--- src/rtl/bit_scan_n_if.sv ---
// Handshake bundle for bit_scan_n: scan request in, stream of set-bit indices out.
interface bit_scan_n_if #(
  parameter int REGISTER_LENGTH = 64,
  parameter int IDX_W           = 6
);
  logic                       start_i;
  logic [REGISTER_LENGTH-1:0] word_i;
  logic                       busy_o;
  logic                       idx_valid_o;
  logic [IDX_W-1:0]           idx_o;
  logic                       idx_ready_i;
  logic                       last_o;
  logic                       done_o;
  logic [IDX_W:0]             count_o;

  modport master (
    output start_i, word_i, idx_ready_i,
    input  busy_o, idx_valid_o, idx_o, last_o, done_o, count_o
  );

  modport slave (
    input  start_i, word_i, idx_ready_i,
    output busy_o, idx_valid_o, idx_o, last_o, done_o, count_o
  );
endinterface

--- src/rtl/bit_scan_n.sv ---
// Decomposes a word into the indices of its set bits, lowest first, over a
// valid/ready stream; one index per cycle when the consumer never stalls.
module bit_scan_n #(
  parameter int REGISTER_LENGTH = 64,
  parameter int IDX_W           = 6
) (
  input  logic        clk_i,
  input  logic        reset_i,
  bit_scan_n_if.slave bus
);

  localparam logic [1:0] IDLE = 2'd0;
  localparam logic [1:0] SCAN = 2'd1;
  localparam logic [1:0] DONE = 2'd2;

  logic [1:0]                 state;
  logic [REGISTER_LENGTH-1:0] pending;
  logic [REGISTER_LENGTH-1:0] pending_rest;
  logic [IDX_W:0]             count;
  logic [IDX_W-1:0]           lowest;
  logic                       scanning;

  // Clearing the lowest set bit also tells us whether it was the last one.
  assign pending_rest = pending & (pending - REGISTER_LENGTH'(1));
  assign scanning     = (state == SCAN);

  // NOTE: every always_comb output gets a default before the loop, so no
  // path leaves it unassigned and no latch is inferred.
  always_comb begin
    lowest = '0;
    for (int i = REGISTER_LENGTH - 1; i >= 0; i--) begin
      if (pending[i]) lowest = IDX_W'(i);
    end
  end

  // NOTE: registered state uses non-blocking assignments so every flop
  // samples the pre-edge values, matching the hardware it describes.
  always_ff @(posedge clk_i) begin
    if (reset_i) begin
      state   <= IDLE;
      pending <= '0;
      count   <= '0;
    end else begin
      case (state)
        IDLE: begin
          if (bus.start_i) begin
            pending <= bus.word_i;
            count   <= '0;
            state   <= (bus.word_i != '0) ? SCAN : DONE;
          end
        end
        SCAN: begin
          if (bus.idx_ready_i) begin
            pending <= pending_rest;
            count   <= count + (IDX_W + 1)'(1);
            if (pending_rest == '0) state <= DONE;
          end
        end
        DONE:    state <= IDLE;
        default: state <= IDLE;
      endcase
    end
  end

  assign bus.busy_o      = (state != IDLE);
  assign bus.idx_valid_o = scanning;
  assign bus.idx_o       = scanning ? lowest : '0;
  assign bus.last_o      = scanning && (pending_rest == '0);
  assign bus.done_o      = (state == DONE);
  assign bus.count_o     = count;

endmodule

--- src/flat_wrapper.sv ---
// flat-port wrapper written by rule: the top's interface ports become plain ports
module bit_scan_n_flat 
#(
  parameter int REGISTER_LENGTH = 64,
  parameter int IDX_W           = 6
)
  (clk_i, reset_i, bus_start_i, bus_word_i, bus_idx_ready_i, bus_busy_o, bus_idx_valid_o, bus_idx_o, bus_last_o, bus_done_o, bus_count_o);
  bit_scan_n_if #(.REGISTER_LENGTH(REGISTER_LENGTH), .IDX_W(IDX_W)) bus_i ();
  input  logic clk_i;
  input  logic reset_i;
  input wire logic [$bits(bus_i.start_i)-1:0] bus_start_i;
  input wire logic [$bits(bus_i.word_i)-1:0] bus_word_i;
  input wire logic [$bits(bus_i.idx_ready_i)-1:0] bus_idx_ready_i;
  output wire logic [$bits(bus_i.busy_o)-1:0] bus_busy_o;
  output wire logic [$bits(bus_i.idx_valid_o)-1:0] bus_idx_valid_o;
  output wire logic [$bits(bus_i.idx_o)-1:0] bus_idx_o;
  output wire logic [$bits(bus_i.last_o)-1:0] bus_last_o;
  output wire logic [$bits(bus_i.done_o)-1:0] bus_done_o;
  output wire logic [$bits(bus_i.count_o)-1:0] bus_count_o;
  assign bus_i.start_i = bus_start_i;
  assign bus_i.word_i = bus_word_i;
  assign bus_i.idx_ready_i = bus_idx_ready_i;
  assign bus_busy_o = bus_i.busy_o;
  assign bus_idx_valid_o = bus_i.idx_valid_o;
  assign bus_idx_o = bus_i.idx_o;
  assign bus_last_o = bus_i.last_o;
  assign bus_done_o = bus_i.done_o;
  assign bus_count_o = bus_i.count_o;
  bit_scan_n #(.REGISTER_LENGTH(REGISTER_LENGTH), .IDX_W(IDX_W)) u_core (.clk_i(clk_i), .reset_i(reset_i), .bus(bus_i));
endmodule
--- config.mk ---
export PLATFORM = sky130hd
export DESIGN_NAME = bit_scan_n_flat
export DESIGN_NICKNAME = d
export VERILOG_FILES = /design/src/rtl/bit_scan_n_if.sv /design/src/rtl/bit_scan_n.sv /design/src/flat_wrapper.sv
export SDC_FILE = /design/constraint.sdc
export NUM_CORES = 1
export LEC_CHECK = 0
export ABC_CLOCK_PERIOD_IN_PS = 4000
export BUFFER_PORTS_ARGS = -buffer_cell sky130_fd_sc_hd__buf_4
export CAP_MARGIN = 20
export CELL_PAD_IN_SITES_DETAIL_PLACEMENT = 1
export CELL_PAD_IN_SITES_GLOBAL_PLACEMENT = 2
export CORE_MARGIN = 8
export CORE_UTILIZATION = 32
export CTS_CLUSTER_SIZE = 20
export DETAILED_ROUTE_END_ITERATION = 10
export GPL_TIMING_DRIVEN = 0
export PLACE_DENSITY_LB_ADDON = 0.08
export SLEW_MARGIN = 20
export SYNTH_ARGS = -nofsm -noshare
export SYNTH_HDL_FRONTEND = slang
export SYNTH_SLANG_ARGS = --single-unit
--- constraint.sdc ---
create_clock -name clk_i -period 4 [get_ports clk_i]
set_input_delay 0.8 -clock clk_i [delete_from_list [all_inputs] [get_ports clk_i]]
set_output_delay 0.8 -clock clk_i [all_outputs]
set_load 0.01 [all_outputs]
==> impl_metrics.ini, run 1 <==
[outcome]
status = complete, but fails checks
violations = setup timing

[cts]
htreeDepth = 3
cts_root_buf = clkbuf_16
clkSlewWorstSetupHoldPaths_ps = 60
cts_sinks = 73
numCtsBuffers = 9
ctsHoldBuffers = 0
clock_path_buffers = 2
clkLatencyLatePin_ps = 350
cts_tree = built

[layout]
layout_common_cells = buf_4 (112), o21ai_0 (101), nor2_1 (97), a21oi_1 (79), nand2_1 (68)
nets = 932
final_cell_count_no_fill = 1084
drive_gt1_share_pct = 22.1
nFillCells = 2037
area_growth_syn_to_layout_pct = 32.6
antenna_cells = 0
post-route-util_pct = 43.3
final_common_cell = buf_4

[timing]
fin_worst_skew_ps = 3.76
finalSetupTns_ps = -422
hold_slack_ps = 513
final_hold_viol_count = 0
layout_setup_ws_ps = -422
rsz0062_at_grt = yes
timing.fmax_mhz = 226
worst_slew_pin_slew_ps = 989
finalSetupViolations = 1
finalCritPeriodShare_pct = 111
finalMaxSlewViolations = 0
finalCriticalPeriod_ps = 4420
slew-limit-headroom_pct = 34.1

[critical_path]
worstSetupPathType = reg2out
startpoint = u_core.pending[1]
crit_buf_inv = 3
worstPathRequired_ps = 3200
critical_path_arrival_ps = 3620
r2r-end = u_core.state[1]
critPathMostFrequentCell = buf_4
crit_slowest_cell = or4_4
path_cells = nor4_4 -> buf_4 -> nand4_4 -> buf_4 -> or3_1 -> o21ai_0 -> nand2_1 -> nor4_2 -> nand4_1 -> or4_4 -> nor2_2 -> buf_4
crit_family = simple AND/OR/NAND/NOR gates
worst_path_largest_cell_delay_ps = 490
ff2ff_path_depth = 12
worstSetupStartpointType = register
path_max_fanout = 10
reg2reg_slack_ps = 360
worstSetupEndpointType = output port
reg2reg_from = u_core.pending[1]

[floorplanning]
die_h_um = 143
fp.coreArea_um2 = 15900
pin_count = 85
die_area_um2 = 20600
rows = 46
start_util_pct = 32.7
fp.dieW_um = 143

[pwr]
p_int_uw = 1900
leakage_uw = 0.00249
p_seq_share_pct = 29.6
p_comb_share_pct = 37.5
power_switching_uw = 1210
switching_share_pct = 38.9
pwr-share-clk_pct = 32.9
power.density_nw_per_um2 = 451
irDropWorstVdd_mv = 0.224

[route]
wl_per_cell_um = 24.9
drt_iter0_markers = 518
first_pass_iters = 7
vias_per_cell = 6.10
wl_met1_um = 11300
met3WireLength_um = 1530
drtAntennaViolNets = 0
drc = 0
top_layer = met4
wl_met2_um = 13100
drt-total-wl_um = 27000
vias = 6612

[placement]
hpwl_um = 19800
dp_slack_ps = -936
place_congestion = 0.896
port_buffers = 83
dp.cells = 1050

[synthesis]
synth_flop_cell = dfxtp_1
syn-instance-count = 751
synth.avg_cell_area_um2 = 6.91
mappedNetlistNets = 820
synth_top_area_share_pct = 28.1
ys_warn_count = 0
ys_types = 63
synthTopCellsByArea = dfxtp_1 (28%), o21ai_0 (9.9%), a21oi_1 (7.6%), nor2_1 (7.1%), nand2_1 (5.0%)
syn_area_um2 = 5190
ys_ff_latch = 73
ys_async_sr_fraction_pct = 0
synth_top_area_cell = dfxtp_1
yosysSeqAreaShare_pct = 28.1
synth_edf_count = 0

[run]
max-cap-violations = 0

[hold_path]
hp-class = reg2reg
holdPathStages = 2
holdPathEnd = u_core.pending[28]
min-delay-start = u_core.pending[28]

[global_routing]
grt_overflow = 0
grtUsageTotal_pct = 26.4
grt_pass1_wl_um = 40600
antenna_found_initial = 0
grt_pass1_vias = 6688
grt_max_degree = 13
synth_stat cells, types with 6 or more instances:
cell type	number
o21ai_0	103
nor2_1	98
a21oi_1	79
dfxtp_1	73
nand2_1	69
clkbuf_1	58
nor4_1	38
nor3_1	27
inv_1	17
a211oi_1	13
a22oi_1	13
or4_1	12
nand4_1	10
nand3_1	9
or2_2	8
o22a_1	7
or3_1	7
o31ai_1	6
worst max-delay path by stage:
| stage | end | cells past startpoint |
|---|---|---|
| after floorplan | bus_last_o | 8 |
| after global placement | bus_last_o | 11 |
| after detailed placement | bus_last_o | 11 |
| after CTS | bus_last_o | 10 |
| after global routing | bus_last_o | 10 |
| final | bus_last_o | 12 |
state kept, by name, indices dropped and copies added, names as in the netlist:
signal	flops
u_core.pending	64
u_core.bus.count_o	7
u_core.state	2
layer usage:
metal	track usage [%]	vias up
li1	-	3025
met1	31.7	3310
met2	45.2	226
met3	4.41	51
met4	12.1	0
met5	0	-
per-stage QoR:
step                instance area, µm²  total power (µW)
finish                            6880              3110
global route                      6880              3250
global placement                  6090              1930
detailed placement                6090              1940
CTS                               6850              3090
floorplan                         5190              1530
power groups by stage:
stage	combinational [µW]	sequential, µW	clock [µW]
after floorplan	656	870	0
after global placement	1030	897	0
after detailed placement	1040	900	0
after CTS	1140	911	1040
after global routing	1250	927	1070
final	1170	918	1020
what timing repair did:
action | 4_1_cts | 5_1_grt
resized for setup | 52 | 5
buffers inserted | 26 | 2
pin swaps | 21 | 3
setup endpoints to repair | 3 | 2
tightest hold or removal path, stage by stage, from the launching register on:
cell and delay, ps:
dfxtp_2 360, nand2_1 70, a21oi_1 50
kinds of logic (layout without fill, tap and decap cells):
kind of cell	after synthesis	in the layout	share of synthesized area, %
buf+inv	83	200	6.14
simple gates	301	301	29.8
xor+xnor	5	5	0.843
fa+ha+maj	4	4	0.819
flops	73	73	28.1
compound gates	285	285	34.3
layout make-up:
class	instances	area [µm²]	share of cell area (%)
Buffer	55	224	3.25
Clock buffer	12	267	3.87
Clock inverter	4	97.6	1.42
Inverter	18	67.6	0.982
Multi-Input combinational cell	595	3650	53.0
Sequential cell	73	1480	21.4
Tap cell	216	270	3.93
Timing Repair Buffer	111	833	12.1
No activity file was read; power rests on OpenSTA's default activity.
==> inputs of run 2 (changes only) <==
MAX_ROUTING_LAYER = met4   (was unset)
RECOVER_POWER = 50   (was unset)
==> run 2 against run 1 <==
The run still ends with setup timing left. Total power up 0.66%. Combinational power up 4%. Global-route usage up 1.9 points. Design area up 1.1%. Routed wire length up 5.0%. Critical path depth unchanged. Utilization up 0.48 points. Largest power group unchanged.
==> impl_metrics.ini, run 2 (synthesized netlist as in run 1, its figures left out) <==
[layout]
area_growth_syn_to_layout_pct = 34.0
nFillCells = 2028
antenna_cells = 0
final_common_cell = buf_4
post-route-util_pct = 43.8
final_area_um2 = 6960
nets = 942
largest_reg_flops = 64
largest_register = u_core.pending
drive_gt1_share_pct = 22.7
layout_common_cells = buf_4 (110), o21ai_0 (101), nor2_1 (97), a21oi_1 (79), nand2_1 (67)

[hold_path]
hp-class = reg2reg

[global_routing]
grtUsageTotal_pct = 28.3
grt_pass1_wl_um = 42000
grt_pass1_vias = 6988
grt_max_degree = 14
antenna_found_initial = 0
grt_overflow = 0

[timing]
finalSetupViolations = 1
rsz0062_at_grt = yes
worst_slew_pin_slew_ps = 993
slew-limit-headroom_pct = 33.8
layout_setup_ws_ps = -489
finalSetupTns_ps = -489
finalCritPeriodShare_pct = 112
fin_worst_skew_ps = 8.06
timing.fmax_mhz = 223
finalMaxSlewViolations = 0
finalCriticalPeriod_ps = 4490
final_hold_viol_count = 0

[cts]
cts_tree = built
numCtsBuffers = 9
clock_path_buffers = 2
cts_sinks = 73
clkLatencyLatePin_ps = 360
ctsHoldBuffers = 0
clkSlewWorstSetupHoldPaths_ps = 60
cts_root_buf = clkbuf_16
htreeDepth = 3

[placement]
port_buffers = 83
place_congestion = 0.934
place_area_um2 = 6090
hpwl_um = 20100

[route]
drt-total-wl_um = 28300
drc = 0
vias_per_cell = 6.16
first_pass_iters = 5
drtAntennaViolNets = 0
wl_per_cell_um = 25.9
vias = 6743
drt_iter0_markers = 528

[run]
max-cap-violations = 0

[critical_path]
worstSetupPathType = reg2out
critical_path_arrival_ps = 3690
worstSetupStartpointType = register
worstSetupEndpointType = output port
path_max_fanout = 8
worstPathRequired_ps = 3200

[floorplanning]
start_util_pct = 32.7
die_area_um2 = 20600
fp.coreArea_um2 = 15900
die_h_um = 143
pin_count = 85
rows = 46
fp.dieW_um = 143

[pwr]
leakage_uw = 0.00250
irDropWorstVdd_mv = 0.228
p_total_uw = 3130
power.density_nw_per_um2 = 449

[outcome]
violations = setup timing
status = complete, but fails checks
==> run 2: cell count changes in the layout (fill, tap and decap cells not counted), sizes merged <==
cell    change
buf         -1
clkbuf      +9
clkinv      +1
inv         +1
==> run 2: cell type report <==
cell class	instances	area, µm²	share of cell area (%)
inverters	18	67.6	0.971
flip-flops and latches	73	1490	21.4
multi-input cells	595	3690	53.0
repair buffers	121	882	12.7
well taps	216	270	3.88
clock inverters	6	115	1.65
clock buffers	10	229	3.29
plain buffers	55	218	3.13
==> run 2: through the flow <==
stage / hold WS (ps) / cells / setup slack [ps]
4_1_cts: 535 / 1088 / -474
3_3_place_gp: 513 / 1050 / -941
6_report: 518 / 1094 / -489
3_5_place_dp: 518 / 1050 / -917
5_1_grt: 542 / 1094 / -580
2_1_floorplan: 470 / 751 / 163
==> run 2: timing repair <==
item                                    4_1_cts  5_1_grt
pin swaps                                    20       14
setup buffers                                27       11
endpoints found under the setup margin        3        2
gates resized for setup                      50       22
==> run 2: layer usage <==
metal | vias up | share of wire, % | global-route usage, %
met4 | 0 | 5.5 | 16.0
met1 | 3345 | 41 | 32.4
met3 | 85 | 6.2 | 5.41
li1 | 3041 | - | -
met5 | - | 0 | -
met2 | 272 | 47 | 45.9
==> run 2: power breakdown <==
group          total [µW]  internal, µW  switching (µW)
clock                 986           614             372
combinational        1220           462             760
sequential            919           799             120
==> run 2: worst paths after layout <==
kind / startpoint / end / slack (ps) / cells after the start
setup / recovery: u_core.pending[21] / bus_last_o / -490 / 12
hold / removal: u_core.pending[20] / u_core.pending[20] / 520 / 2
setup reg to reg: u_core.pending[21] / u_core.state[1] / 270 / 12
hold reg to reg: u_core.pending[20] / u_core.pending[20] / 520 / 2
==> run 2: critical path, cell delays in order (launching register included) <==
cell     delay (ps)
dfxtp_4         370
or4_4           560
nor4_4          310
buf_4           160
and2_4          130
buf_6           150
nand3_4         110
a22oi_2         200
nand4_1         110
or4_4           430
or4_4           570
nor2_4          110
buf_6           110
==> inputs of run 3 (changes only) <==
CORE_ASPECT_RATIO = 0.6   (was unset)
==> run 3 against run 2 <==
The flow still finishes with violations (setup timing). Die area rose by 0.65%. Sequential power increased by 2.6%. Hold slack gained 4.2 ps. First-iteration DRC count grew 33%. Clock power is 5.7% lower. Non-clock buffer count increased by 5. Final cell count shrank 0.18%. Clock skew increased by 0.69 ps. Fmax decreased by 1.6%. Critical endpoint unchanged. Largest cell class unchanged. Largest power group unchanged.
==> impl_metrics.ini, run 3 (synthesized netlist as in run 1, its figures left out) <==
[outcome]
status = complete, but fails checks
violations = setup timing

[global_routing]
grt_max_degree = 14
antenna_found_initial = 1
grt_pass1_vias = 6967
grt_overflow = 0
grt_pass1_wl_um = 42500
grtUsageTotal_pct = 27.9

[critical_path]
crit_slowest_cell = or4_4
path_max_fanout = 7
worstPathRequired_ps = 3200
worstSetupEndpointType = output port
critPathMostFrequentCell = buf_6
path_cells = nor4_4 -> buf_4 -> and4_4 -> buf_6 -> nand3_4 -> a22oi_2 -> o211ai_1 -> nor4_2 -> nand4_1 -> or4_4 -> nor2_4 -> buf_6
worstSetupPathType = reg2out
critical_path_arrival_ps = 3760
worst_path_largest_cell_delay_ps = 630
worstSetupStartpointType = register

[floorplanning]
pin_count = 85
die_area_um2 = 20700
start_util_pct = 32.4
fp.dieW_um = 180
die_h_um = 115
fp.coreArea_um2 = 16000
rows = 36

[timing]
finalSetupTns_ps = -648
finalCriticalPeriod_ps = 4560
timing.fmax_mhz = 219
slew-limit-headroom_pct = 30.9
finalCritPeriodShare_pct = 114
fin_worst_skew_ps = 8.75
finalSetupViolations = 2
final_hold_viol_count = 0
finalMaxSlewViolations = 0
layout_setup_ws_ps = -563
worst_slew_pin_slew_ps = 1030
rsz0062_at_grt = yes

[route]
vias_per_cell = 6.25
first_pass_iters = 7
drt-total-wl_um = 28700
drt_iter0_markers = 702
drtAntennaViolNets = 0
wl_per_cell_um = 26.3
vias = 6829
drc = 0

[pwr]
leakage_uw = 0.00255
irDropWorstVdd_mv = 0.165
p_total_uw = 3150
power.density_nw_per_um2 = 445

[hold_path]
hp-class = reg2reg

[cts]
clkSlewWorstSetupHoldPaths_ps = 70
cts_root_buf = clkbuf_16
numCtsBuffers = 9
cts_tree = built
cts_sinks = 73
clock_path_buffers = 2
clkLatencyLatePin_ps = 360
htreeDepth = 3

[layout]
register_area_um2 = 1510
final_common_cell = buf_4
antenna_cells = 0
largest_reg_flops = 64
drive_gt1_share_pct = 25.7
area_growth_syn_to_layout_pct = 36.4
largest_register = u_core.pending
nets = 947
layout_common_cells = buf_4 (118), o21ai_0 (102), nor2_1 (97), a21oi_1 (79), nand2_1 (67)
nFillCells = 1993
multi_input_area_um2 = 3750

[run]
max-cap-violations = 0

[placement]
port_buffers = 83
place_congestion = 1.04
hpwl_um = 21100
-- run 3: area by class of cell --
cell class,instances,share of cell area (%)
plain buffers,50,2.86
clock buffers,9,3.18
clock inverters,7,1.34
inverters,18,0.954
multi-input cells,595,53.0
flip-flops and latches,73,21.3
well taps,209,3.69
repair buffers,131,13.7
-- run 3: worst paths after layout --
| check | to | cells after the start | start | slack [ps] |
|---|---|---|---|---|
| max reg2reg | u_core.state[1] | 12 | u_core.pending[6] | 220 |
| min | u_core.pending[20] | 2 | u_core.pending[20] | 520 |
| min reg2reg | u_core.pending[20] | 2 | u_core.pending[20] | 520 |
| max | bus_last_o | 12 | u_core.pending[6] | -560 |
-- run 3: metrics by stage --
| stage | util [%] | instance area (µm²) | hold slack [ps] | instances | setup slack [ps] |
|---|---|---|---|---|---|
| 2_1_floorplan | - | 5190 | 470 | 751 | 163 |
| 3_3_place_gp | 37.9 | 6080 | 501 | 1043 | -1120 |
| 3_5_place_dp | 37.9 | 6080 | 518 | 1043 | -1130 |
| 4_1_cts | 42.7 | 6850 | 530 | 1076 | -494 |
| 5_1_grt | 44.2 | 7080 | 534 | 1092 | -584 |
| 6_report | 44.2 | 7080 | 522 | 1092 | -563 |
-- run 3: worst max-delay path: cells and delay by family, from the launching register on --
family | cells | cell delay, ps
and+or+nand+nor | 7 | 2050
AOI/OAI and AO/OA | 2 | 520
buffers and inverters | 3 | 420
DFF | 1 | 380
-- run 3: per-layer routing --
metal | vias to the layer above | global-route usage, % | routed length [µm]
met2 | 329 | 37.9 | 11500
met4 | 0 | 8.06 | 586
met5 | - | - | 0
met3 | 53 | 9.60 | 3150
li1 | 3067 | - | -
met1 | 3380 | 38.1 | 13500
-- run 3: power by group --
group	switching [µW]	leakage [µW]	internal (µW)
Sequential	142	0.000611	801
Combinational	779	0.00179	499
Clock	383	0.000155	547
Total	1300	0.00255	1850
-- run 3: timing repair --
item	in CTS	in global routing
hold buffers	0	0
setup buffers	25	23
endpoints found under the setup margin	3	2
pin swaps	26	20
gates resized for setup	59	39
